--- src/rtl/audio_sample_feeder.sv ---
// audio_sample_feeder: FIFO-buffered stereo PCM feeder that releases one sample pair
// per programmable period and holds it steady for two sigma-delta DAC channels.
module audio_sample_feeder #(
    parameter int NBITS      = 16,
    parameter int FIFO_DEPTH = 16,
    parameter int DIV_W      = 16
) (
    input  logic                          clk_i,
    input  logic                          rst_i,
    input  logic                          enable_i,
    input  logic [DIV_W-1:0]              div_i,
    input  logic                          flush_i,
    input  logic                          in_valid_i,
    input  logic [2*NBITS-1:0]            in_data_i,
    output logic                          in_ready_o,
    output logic [NBITS-1:0]              left_o,
    output logic [NBITS-1:0]              right_o,
    output logic                          sample_tick_o,
    output logic [$clog2(FIFO_DEPTH):0]   level_o,
    output logic                          underrun_o,
    input  logic                          underrun_clr_i
);
    localparam int AW = $clog2(FIFO_DEPTH);
    localparam int LW = AW + 1;

    logic [2*NBITS-1:0] r_mem [FIFO_DEPTH];
    logic [AW-1:0]      r_wptr;
    logic [AW-1:0]      r_rptr;
    logic [LW-1:0]      r_level;
    logic [DIV_W-1:0]   r_count;
    logic               r_tick;
    logic [NBITS-1:0]   r_left;
    logic [NBITS-1:0]   r_right;
    logic               r_sample_tick;
    logic               r_underrun;

    logic               w_full;
    logic               w_empty;
    logic               w_push;
    logic               w_pop;
    logic               w_under;
    logic [LW-1:0]      w_level_nxt;

    // A flush in the same cycle as a tick counts as an empty pop.
    always_comb begin
        w_full      = r_level == LW'(FIFO_DEPTH);
        w_empty     = r_level == '0;
        w_push      = in_valid_i && !w_full && !flush_i;
        w_pop       = r_tick && !w_empty && !flush_i;
        w_under     = r_tick && (w_empty || flush_i);
        w_level_nxt = flush_i            ? '0 :
                      (w_push && !w_pop) ? r_level + LW'(1) :
                      (!w_push && w_pop) ? r_level - LW'(1) : r_level;
    end

    // >= compare lets a shrinking div_i tick immediately instead of wrapping.
    always_ff @(posedge clk_i or posedge rst_i) begin
        if (rst_i) begin
            r_count <= '0;
            r_tick  <= 1'b0;
        end else if (!enable_i) begin
            r_count <= '0;
            r_tick  <= 1'b0;
        end else if (r_count >= div_i) begin
            r_count <= '0;
            r_tick  <= 1'b1;
        end else begin
            r_count <= r_count + DIV_W'(1);
            r_tick  <= 1'b0;
        end
    end

    always_ff @(posedge clk_i or posedge rst_i) begin
        if (rst_i) begin
            r_wptr  <= '0;
            r_rptr  <= '0;
            r_level <= '0;
        end else begin
            r_wptr  <= flush_i ? '0 : r_wptr + AW'(w_push);
            r_rptr  <= flush_i ? '0 : r_rptr + AW'(w_pop);
            r_level <= w_level_nxt;
        end
    end

    always_ff @(posedge clk_i) begin
        if (w_push)
            r_mem[r_wptr] <= in_data_i;
    end

    always_ff @(posedge clk_i or posedge rst_i) begin
        if (rst_i) begin
            r_left        <= '0;
            r_right       <= '0;
            r_sample_tick <= 1'b0;
            r_underrun    <= 1'b0;
        end else begin
            if (w_pop) begin
                r_left  <= r_mem[r_rptr][NBITS-1:0];
                r_right <= r_mem[r_rptr][2*NBITS-1:NBITS];
            end else if (w_under) begin
                r_left  <= '0;
                r_right <= '0;
            end
            r_sample_tick <= r_tick;
            r_underrun    <= w_under ? 1'b1 : underrun_clr_i ? 1'b0 : r_underrun;
        end
    end

    assign in_ready_o    = !w_full;
    assign left_o        = r_left;
    assign right_o       = r_right;
    assign sample_tick_o = r_sample_tick;
    assign level_o       = r_level;
    assign underrun_o    = r_underrun;
endmodule

--- config.mk ---
export PLATFORM = sky130hd
export DESIGN_NAME = audio_sample_feeder
export DESIGN_NICKNAME = d
export VERILOG_FILES = /design/src/rtl/audio_sample_feeder.sv
export SDC_FILE = /design/constraint.sdc
export NUM_CORES = 1
export LEC_CHECK = 0
export ABC_AREA = 1
export BUFFER_PORTS_ARGS = -buffer_cell sky130_fd_sc_hd__buf_2
export CAP_MARGIN = 0
export CORE_UTILIZATION = 54
export DETAILED_ROUTE_END_ITERATION = 10
export PLACE_DENSITY_LB_ADDON = 0.05
export SLEW_MARGIN = 30
export SYNTH_ARGS = -nofsm -noshare
export SYNTH_HDL_FRONTEND = slang
export SYNTH_SLANG_ARGS = --single-unit
--- constraint.sdc ---
create_clock -name clk_i -period 4.08 [get_ports clk_i]
set_input_delay 0.408 -clock clk_i [delete_from_list [all_inputs] [get_ports clk_i]]
set_output_delay 0.408 -clock clk_i [all_outputs]
set_load 0.02 [all_outputs]
==> results of run 1 <==
-- critical path, stage by stage, from the launching register on --
cell	delay, ns
dfrtp_4	0.72
inv_6	0.65
buf_4	0.49
nand2_1	0.12
nand3_1	0.09
nand3_1	0.07
nand3_1	0.11
nand3_1	0.11
nand2_1	0.09
-- per-layer routing --
metal,GRT usage [%],wire length (um),up-vias
met2,42.96,27640,573
met5,0,0,-
met3,3.560,3920,89
met1,37.24,25010,7669
li1,-,-,7269
met4,7.646,1141,0
-- cell type report --
class | count | share of cell area [%]
Sequential cell | 576 | 63.16
Inverter | 56 | 0.8235
Clock inverter | 24 | 0.6746
Multi-Input combinational cell | 1284 | 22.23
Tap cell | 585 | 2.722
Timing Repair Buffer | 134 | 4.090
Clock buffer | 87 | 6.295
-- worst min path at each step --
stage,startpoint,end
finish,in_data_i[18],r_mem[13][18]
global route,in_data_i[18],r_mem[13][18]
CTS,flush_i,r_rptr[1]
detailed placement,r_tick,sample_tick_o
global placement,r_tick,sample_tick_o
floorplan,r_tick,sample_tick_o
-- logic make-up after synthesis --
logic type / count (synthesis) / synth area share, %
compound gates: 40 / 0.9560
xor+xnor: 3 / 0.1103
flops: 576 / 71.27
buf+inv: 170 / 4.134
fa+ha+maj: 26 / 1.397
simple gates: 1215 / 22.13
-- flip-flops by register name (all words and copies together) (netlist names) --
name	flops
level_o	5
r_tick	1
r_wptr	4
r_rptr	4
sample_tick_o	1
r_count	16
right_o	16
underrun_o	1
left_o	16
r_mem	512
-- Yosys cell counts (all sizes together) --
cell,count,area (um2)
o21a,1,7.510
o211ai,2,15.01
nand4,4,25.02
nand3,506,2542
xor2,1,8.760
xnor2,2,17.52
buf,96,704.4
nor2,62,256.5
nor3,4,20.02
a21oi,18,101.4
nor3b,1,7.510
nand2,635,2394
inv,55,209.0
a21o,1,7.510
dfrtp,64,1602
ha,25,312.8
or2,1,6.260
edfxtp,512,15370
clkbuf,18,67.56
a31o,1,8.760
clkinv,1,3.750
o21ai,16,80.07
fa,1,20.02
nor4,1,12.51
o21bai,1,7.510
nand3b,1,7.510
-- power by group --
part / internal, mW / total (mW) / switching [mW]
Clock: 2.99 / 5.21 / 2.22
Sequential: 6.50 / 6.54 / 0.0450
Combinational: 0.157 / 0.486 / 0.329
-- through the flow --
stage | power (mW) | setup slack, ns | util, %
2_1_floorplan | 6.921 | 1.109 | -
3_3_place_gp | 7.113 | 1.390 | 56.96
3_5_place_dp | 7.150 | 1.441 | 57.77
4_1_cts | 12.31 | 1.417 | 62.15
5_1_grt | 12.56 | 1.194 | 62.15
6_report | 12.24 | 1.396 | 62.15
-- repair_timing --
item	in CTS	in global routing
hold endpoints to repair	32	0
hold buffers	2	0
endpoints found under the setup margin	0	0
==> metrics.txt, run 1 <==
commonest non-fill, non-tap cell in the layout nand2_1; #FFs+latches synth 576; routed vias/inst ~5.7; Reg-to-Reg Start r_rptr[0]; fin area 0.02689 mm2; Fmax achieved approximately 370 MHz; hpwl dp 31480 um; Hold Path Stages 1; area of the die about 0.045 mm2; largest net degree at the start of global routing around 130; clock latency on the worst-skew pair just over 0.6 ns; Sink Count 576; CTS tree built; Vert. Die Dim 212.0 um; period utilisation layout 65.77%; dpl cells 2633; CP Data Arrival Time 3.23 ns; sequential cell area approximately 0.017 mm2; 1st-pass router iterations 6; Final Hold Vio Count 0; Post-Place Cell Area 0.02499 mm2; Worst R2R Setup Slack 1.40 ns; Multi-input gate area about 0.0060 mm2; setup bufs post-CTS 0; reg-to-reg critical path endpoint left_o[8]; setup_tns 0 ns; core area 0.04327 mm2; gr usage total 26.36%; WL/cell ~21 um; Post-Syn Nets 2110; Hold Slack 0.1709 ns; minimum clock period 2.684 ns; CTS buffer count 59; Total Nets Final 2191; Post-DRT Antenna Nets 0; RSZ-0062 raised after global routing no; peak fanout along the critical path 99; Final Skew 0.01721 ns; # IOs 94; Placer Congestion about 0.82; Overflow after GRT 0; status finished clean; fill cell total of the finished layout approximately 3400; fraction of layout cells with a size suffix above 1 11.89%; DR vias approximately 16000; initial antenna violation count 0; final setup fails 0; crit path from r_rptr[0]; number of gates resized after CTS 0; Worst setup EP type flip-flop; H-tree Lvls 2; Worst-Margin Slew 0.9503 ns; n_diodes 0; Pwr per Cell Area 455.0 mW/mm2; area of the mapped netlist 0.02382 mm2; initial drt markers approximately 1500; synth warn 0; Non-Filler Instances roughly 2700; Critical Path RT between 4 and 5 ns; Avg Inst Size Synth 11.73 um2; site row count 76; crit path kind reg -> reg; Hold Path Class in -> reg; P_leak 9.929 nW; Worst-path clk slew 0.07 ns; Port-buffer cells 93; post-synthesis cell count approximately 2000; maximum VDD drop ~0.33 mV; sequential share of the synthesized area 71.27%; Setup crit end left_o[8]; max_slew headroom 36.65%; commonest non-fill, non-tap cells in the layout nand2_1 (631), edfxtp_1 (512), nand3_1 (504), buf_2 (93); number of max-cap violations 0; Syn-to-layout area delta 12.90%; FF-to-FF path depth 8; CP Launch Type flip-flop; WL final 57710 um; drc violations 0; clk root buf clkbuf_16; unique cell type count in the Yosys netlist 39; first-pass GRT wire length 88840 um; Starting Density between 50% and 60%; Slew Viols, Final 0; DIE WIDTH 212.0 um; Max clock buf depth 3; vias in the first global route 15090
Power figures use the tool's default switching activity.
==> run 2: changes to the inputs <==
--- a/config.mk
+++ b/config.mk
@@ -5,7 +5,7 @@
 export SDC_FILE = /design/constraint.sdc
 export NUM_CORES = 1
 export LEC_CHECK = 0
-export ABC_AREA = 1
+export ABC_AREA = 0
 export BUFFER_PORTS_ARGS = -buffer_cell sky130_fd_sc_hd__buf_2
 export CAP_MARGIN = 0
 export CORE_UTILIZATION = 54
==> constraint.sdc (replaced) <==
create_clock -name clk_i -period 2.4 [get_ports clk_i]
set_input_delay 0.24 -clock clk_i [delete_from_list [all_inputs] [get_ports clk_i]]
set_output_delay 0.24 -clock clk_i [all_outputs]
set_load 0.02 [all_outputs]
==> run 2 against run 1 <==
The run now ends with negative setup slack left; via count decreased by 29%; clock power increased by 70%; first-iteration DRC count decreased by 46%; register-to-register slack got worse by 1.4 ns; routed wire length decreased by 17%; sequential share of layout area decreased by 0.19 points; power increased by 78%; critical path depth increased by 2; count of clock-buffer cells in the layout decreased by 5; combinational power increased to 3.3 times the previous value; synthesized area decreased by 4.4%; global-route usage decreased by 3.3 points; critical endpoint is now level_o[4]; largest power group unchanged.
==> metrics.txt, run 2 <==
status complete, but fails checks (was finished clean); failing checks negative setup slack; initial antenna violation count 3 (was 0); sequential group share of total power 51.8% (was 53.5%); Overflow after GRT 0 (unchanged); CP Launch Type flip-flop (unchanged); Most used DFF post-synth edfxtp_1 (unchanged); maximum VDD drop 0.6743 mV (was 0.3293 mV); area share of the largest cell type after synthesis 67.53% (was 64.55%); crit path kind reg -> reg (unchanged); 1st-pass router iterations 5 (was 6); EDFF count, synth 512 (unchanged); H-tree Lvls 2 (unchanged); sw frac 21.65% (was 21.17%); biggest area consumer among synthesized cells edfxtp_1 (unchanged); hpwl dp 28560 um (was 31480 um); sequential share of the synthesized area 74.56% (was 71.27%); list of most frequent post-synthesis cells edfxtp_1 (512), mux4_2 (128), mux2i_1 (67) (was nand2_1 (631), edfxtp_1 (512), nand3_1 (504)); Post-DRT Antenna Nets 0 (unchanged); unique cell type count in the Yosys netlist 51 (was 39); Syn-to-layout area delta 18.51% (was 12.90%); RSZ-0062 raised after global routing yes (was no); # IOs 94 (unchanged); clk root buf clkbuf_16 (unchanged); Starting Density 55.26% (was 55.05%); WL/cell 25.79 um (was 21.02 um); P_int 17.04 mW (was 9.645 mW); Final Hold Vio Count 0 (unchanged); Worst-path clk slew 0.06 ns (was 0.07 ns); DIE WIDTH 207.3 um (was 212.0 um); vias in the first global route 11560 (was 15090); top-count cell post-synth edfxtp_1 (was nand2_1); initial drt markers 803 (was 1486); number of max-cap violations 0 (unchanged); setup_tns -0.02871 ns (was 0 ns); area of the die 0.04299 mm2 (was 0.04495 mm2); Critical Path RT 2.88 ns (was 4.63 ns); ys async rst share 11.11% (unchanged); fraction of layout cells with a size suffix above 1 34.84% (was 11.89%); routed vias/inst 5.950 (was 5.681); Area contributors post-synth edfxtp_1 (68%), mux4_2 (13%), dfrtp_1 (7.0%) (was edfxtp_1 (65%), nand3_1 (11%), nand2_1 (9.9%)); Fmax achieved 411.7 MHz (was 372.6 MHz); n_diodes 0 (unchanged); Slew Viols, Final 0 (unchanged); commonest non-fill, non-tap cells in the layout edfxtp_1 (512), mux4_2 (128), buf_2 (93), mux2i_1 (67), clkbuf_16 (60) (was nand2_1 (631), edfxtp_1 (512), nand3_1 (504), buf_2 (93)); max reg flops 512 (unchanged); commonest non-fill, non-tap cell in the layout edfxtp_1 (was nand2_1); Largest Register r_mem (unchanged); Placer Congestion 0.7493 (was 0.8181); Worst-Margin Slew 0.6288 ns (was 0.9503 ns); synth warn 0 (unchanged); WL final 47990 um (was 57710 um); period utilisation layout 101.2% (was 65.77%); minimum clock period 2.429 ns (was 2.684 ns); first-pass GRT wire length 72990 um (was 88840 um); Total Nets Final 1360 (was 2191); net switching power 4.708 mW (was 2.590 mW); Sink Count 576 (unchanged); core area 0.04120 mm2 (was 0.04327 mm2); Final Total Pwr 21.75 mW (was 12.24 mW); DR vias 11073 (was 15600); Post-Syn Nets 1161 (was 2110); CTS tree built (unchanged); CP Data Arrival Time 2.90 ns (was 3.23 ns); final setup fails 1 (was 0); clock share of power 40.8% (was 42.6%); gr usage total 23.10% (was 26.36%); setup ws final -0.02871 ns (was 1.396 ns); Worst setup EP type flip-flop (unchanged); area of the mapped netlist 0.02277 mm2 (was 0.02382 mm2); peak fanout along the critical path 5 (was 99); post-synthesis cell count 1081 (was 2030); Avg Inst Size Synth 21.06 um2 (was 11.73 um2); #FFs+latches synth 576 (unchanged); drc violations 0 (unchanged); Vert. Die Dim 207.3 um (was 212.0 um); site row count 74 (was 76); CTS buffer count 57 (was 59); Hold Path Class in -> reg (unchanged); clock latency on the worst-skew pair 0.60 ns (was 0.62 ns); Port-buffer cells 93 (unchanged); Final Skew 0.009942 ns (was 0.01721 ns); Comb pwr share 7.4% (was 4.0%); max_slew headroom 57.76% (was 36.65%); Max clock buf depth 3 (unchanged); Pwr per Cell Area 806.0 mW/mm2 (was 455.0 mW/mm2); largest net degree at the start of global routing 39 (was 129); P_leak 8.834 nW (was 9.929 nW)
[run 2: cell count changes in the layout (fill, tap and decap cells not counted), sizes merged, moves of 9 or more]
cell and delta:
nand2 -624, buf +43, xor2 +9, a21oi -11, mux2i +67, mux4 +128, nand2b +36, inv -35
nor2 -19, dlygate4sd3 +12, xnor2 +9, nand3 -494, o221ai +32, o21ai -11
[run 2: critical path, cell delays in order (launching register included)]
cell	delay (ns)
dfrtp_2	0.39
or4_4	0.60
o21ai_4	0.21
nor2_4	0.06
o21ai_4	0.12
ha_4	0.27
a21oi_4	0.20
a21oi_2	0.09
o21bai_1	0.15
mux2i_1	0.13
a21oi_1	0.09
[run 2: metal layers]
layer	routed length (um)	vias to the layer above	global-route usage, %
met5	27	-	0
met4	846	4	5.867
met3	2241	65	3.419
met2	23580	277	37.21
met1	21300	5880	33.62
li1	-	4847	-
[run 2: path summary, 6_finish.rpt]
check                         startpoint            end  slack (ns)  cells after the start
setup reg to reg              level_o[0]     level_o[4]       -0.03                     10
hold reg to reg               left_o[14]     left_o[14]        0.49                      2
hold / removal             in_data_i[25]  r_mem[13][25]        0.02                      1
setup / recovery              level_o[0]     level_o[4]       -0.03                     10
min in group asynchronous          rst_i     r_count[1]        0.22                      3
max in group asynchronous          rst_i      r_rptr[1]        1.49                      4
[run 2: final cells by class]
type / count / area (um2)
Sequential cell: 576 / 16990
Fill cell: 2769 / 14220
Multi-Input combinational cell: 434 / 5665
Timing Repair Buffer: 190 / 1692
Clock buffer: 82 / 1663
Tap cell: 532 / 665.6
Clock inverter: 26 / 225.2
Inverter: 21 / 80.08
[run 2: logic make-up (layout without fill, tap and decap cells)]
| logic type | after synthesis | count (layout) | synth area share (%) |
|---|---|---|---|
| muxes | 195 | 195 | 15.61 |
| DFF | 576 | 576 | 74.56 |
| buffers and inverters | 71 | 319 | 1.456 |
| AOI/OAI and AO/OA | 58 | 58 | 2.935 |
| xor gates and xnor gates | 21 | 21 | 0.8078 |
| and+or+nand+nor | 134 | 134 | 3.171 |
| adders and majority gates | 26 | 26 | 1.462 |
[run 2: power by group through the flow]
stage / Sequential [mW] / Clock (mW) / Combinational, mW
6_report: 11.3 / 8.88 / 1.61
5_1_grt: 11.3 / 9.42 / 1.75
4_1_cts: 11.3 / 9.04 / 1.54
3_5_place_dp: 11.5 / 0 / 1.51
3_3_place_gp: 11.5 / 0 / 1.50
2_1_floorplan: 11.7 / 0 / 0.713
[run 2: what timing repair did]
item                                    CTS  global route
pin swaps                                 1             9
cloned                                    0             1
resized for setup                         0             8
endpoints found under the setup margin    6            27
setup buffers                             0             5
hold endpoints to repair                145             0
hold buffers                             14             0
[run 2: through the flow]
stage	instance area, um2	utilization, %	cells	hold slack, ns	setup WS (ns)
floorplan	22910	-	1081	0.3056	-0.1076
global placement	24850	60.32	1734	0.3055	0.05293
detailed placement	24850	60.32	1734	0.3106	0.01683
CTS	26880	65.24	1856	0.00009023	0.003999
global route	26980	65.49	1861	0.01032	-0.1125
finish	26980	65.49	1861	0.02429	-0.02871
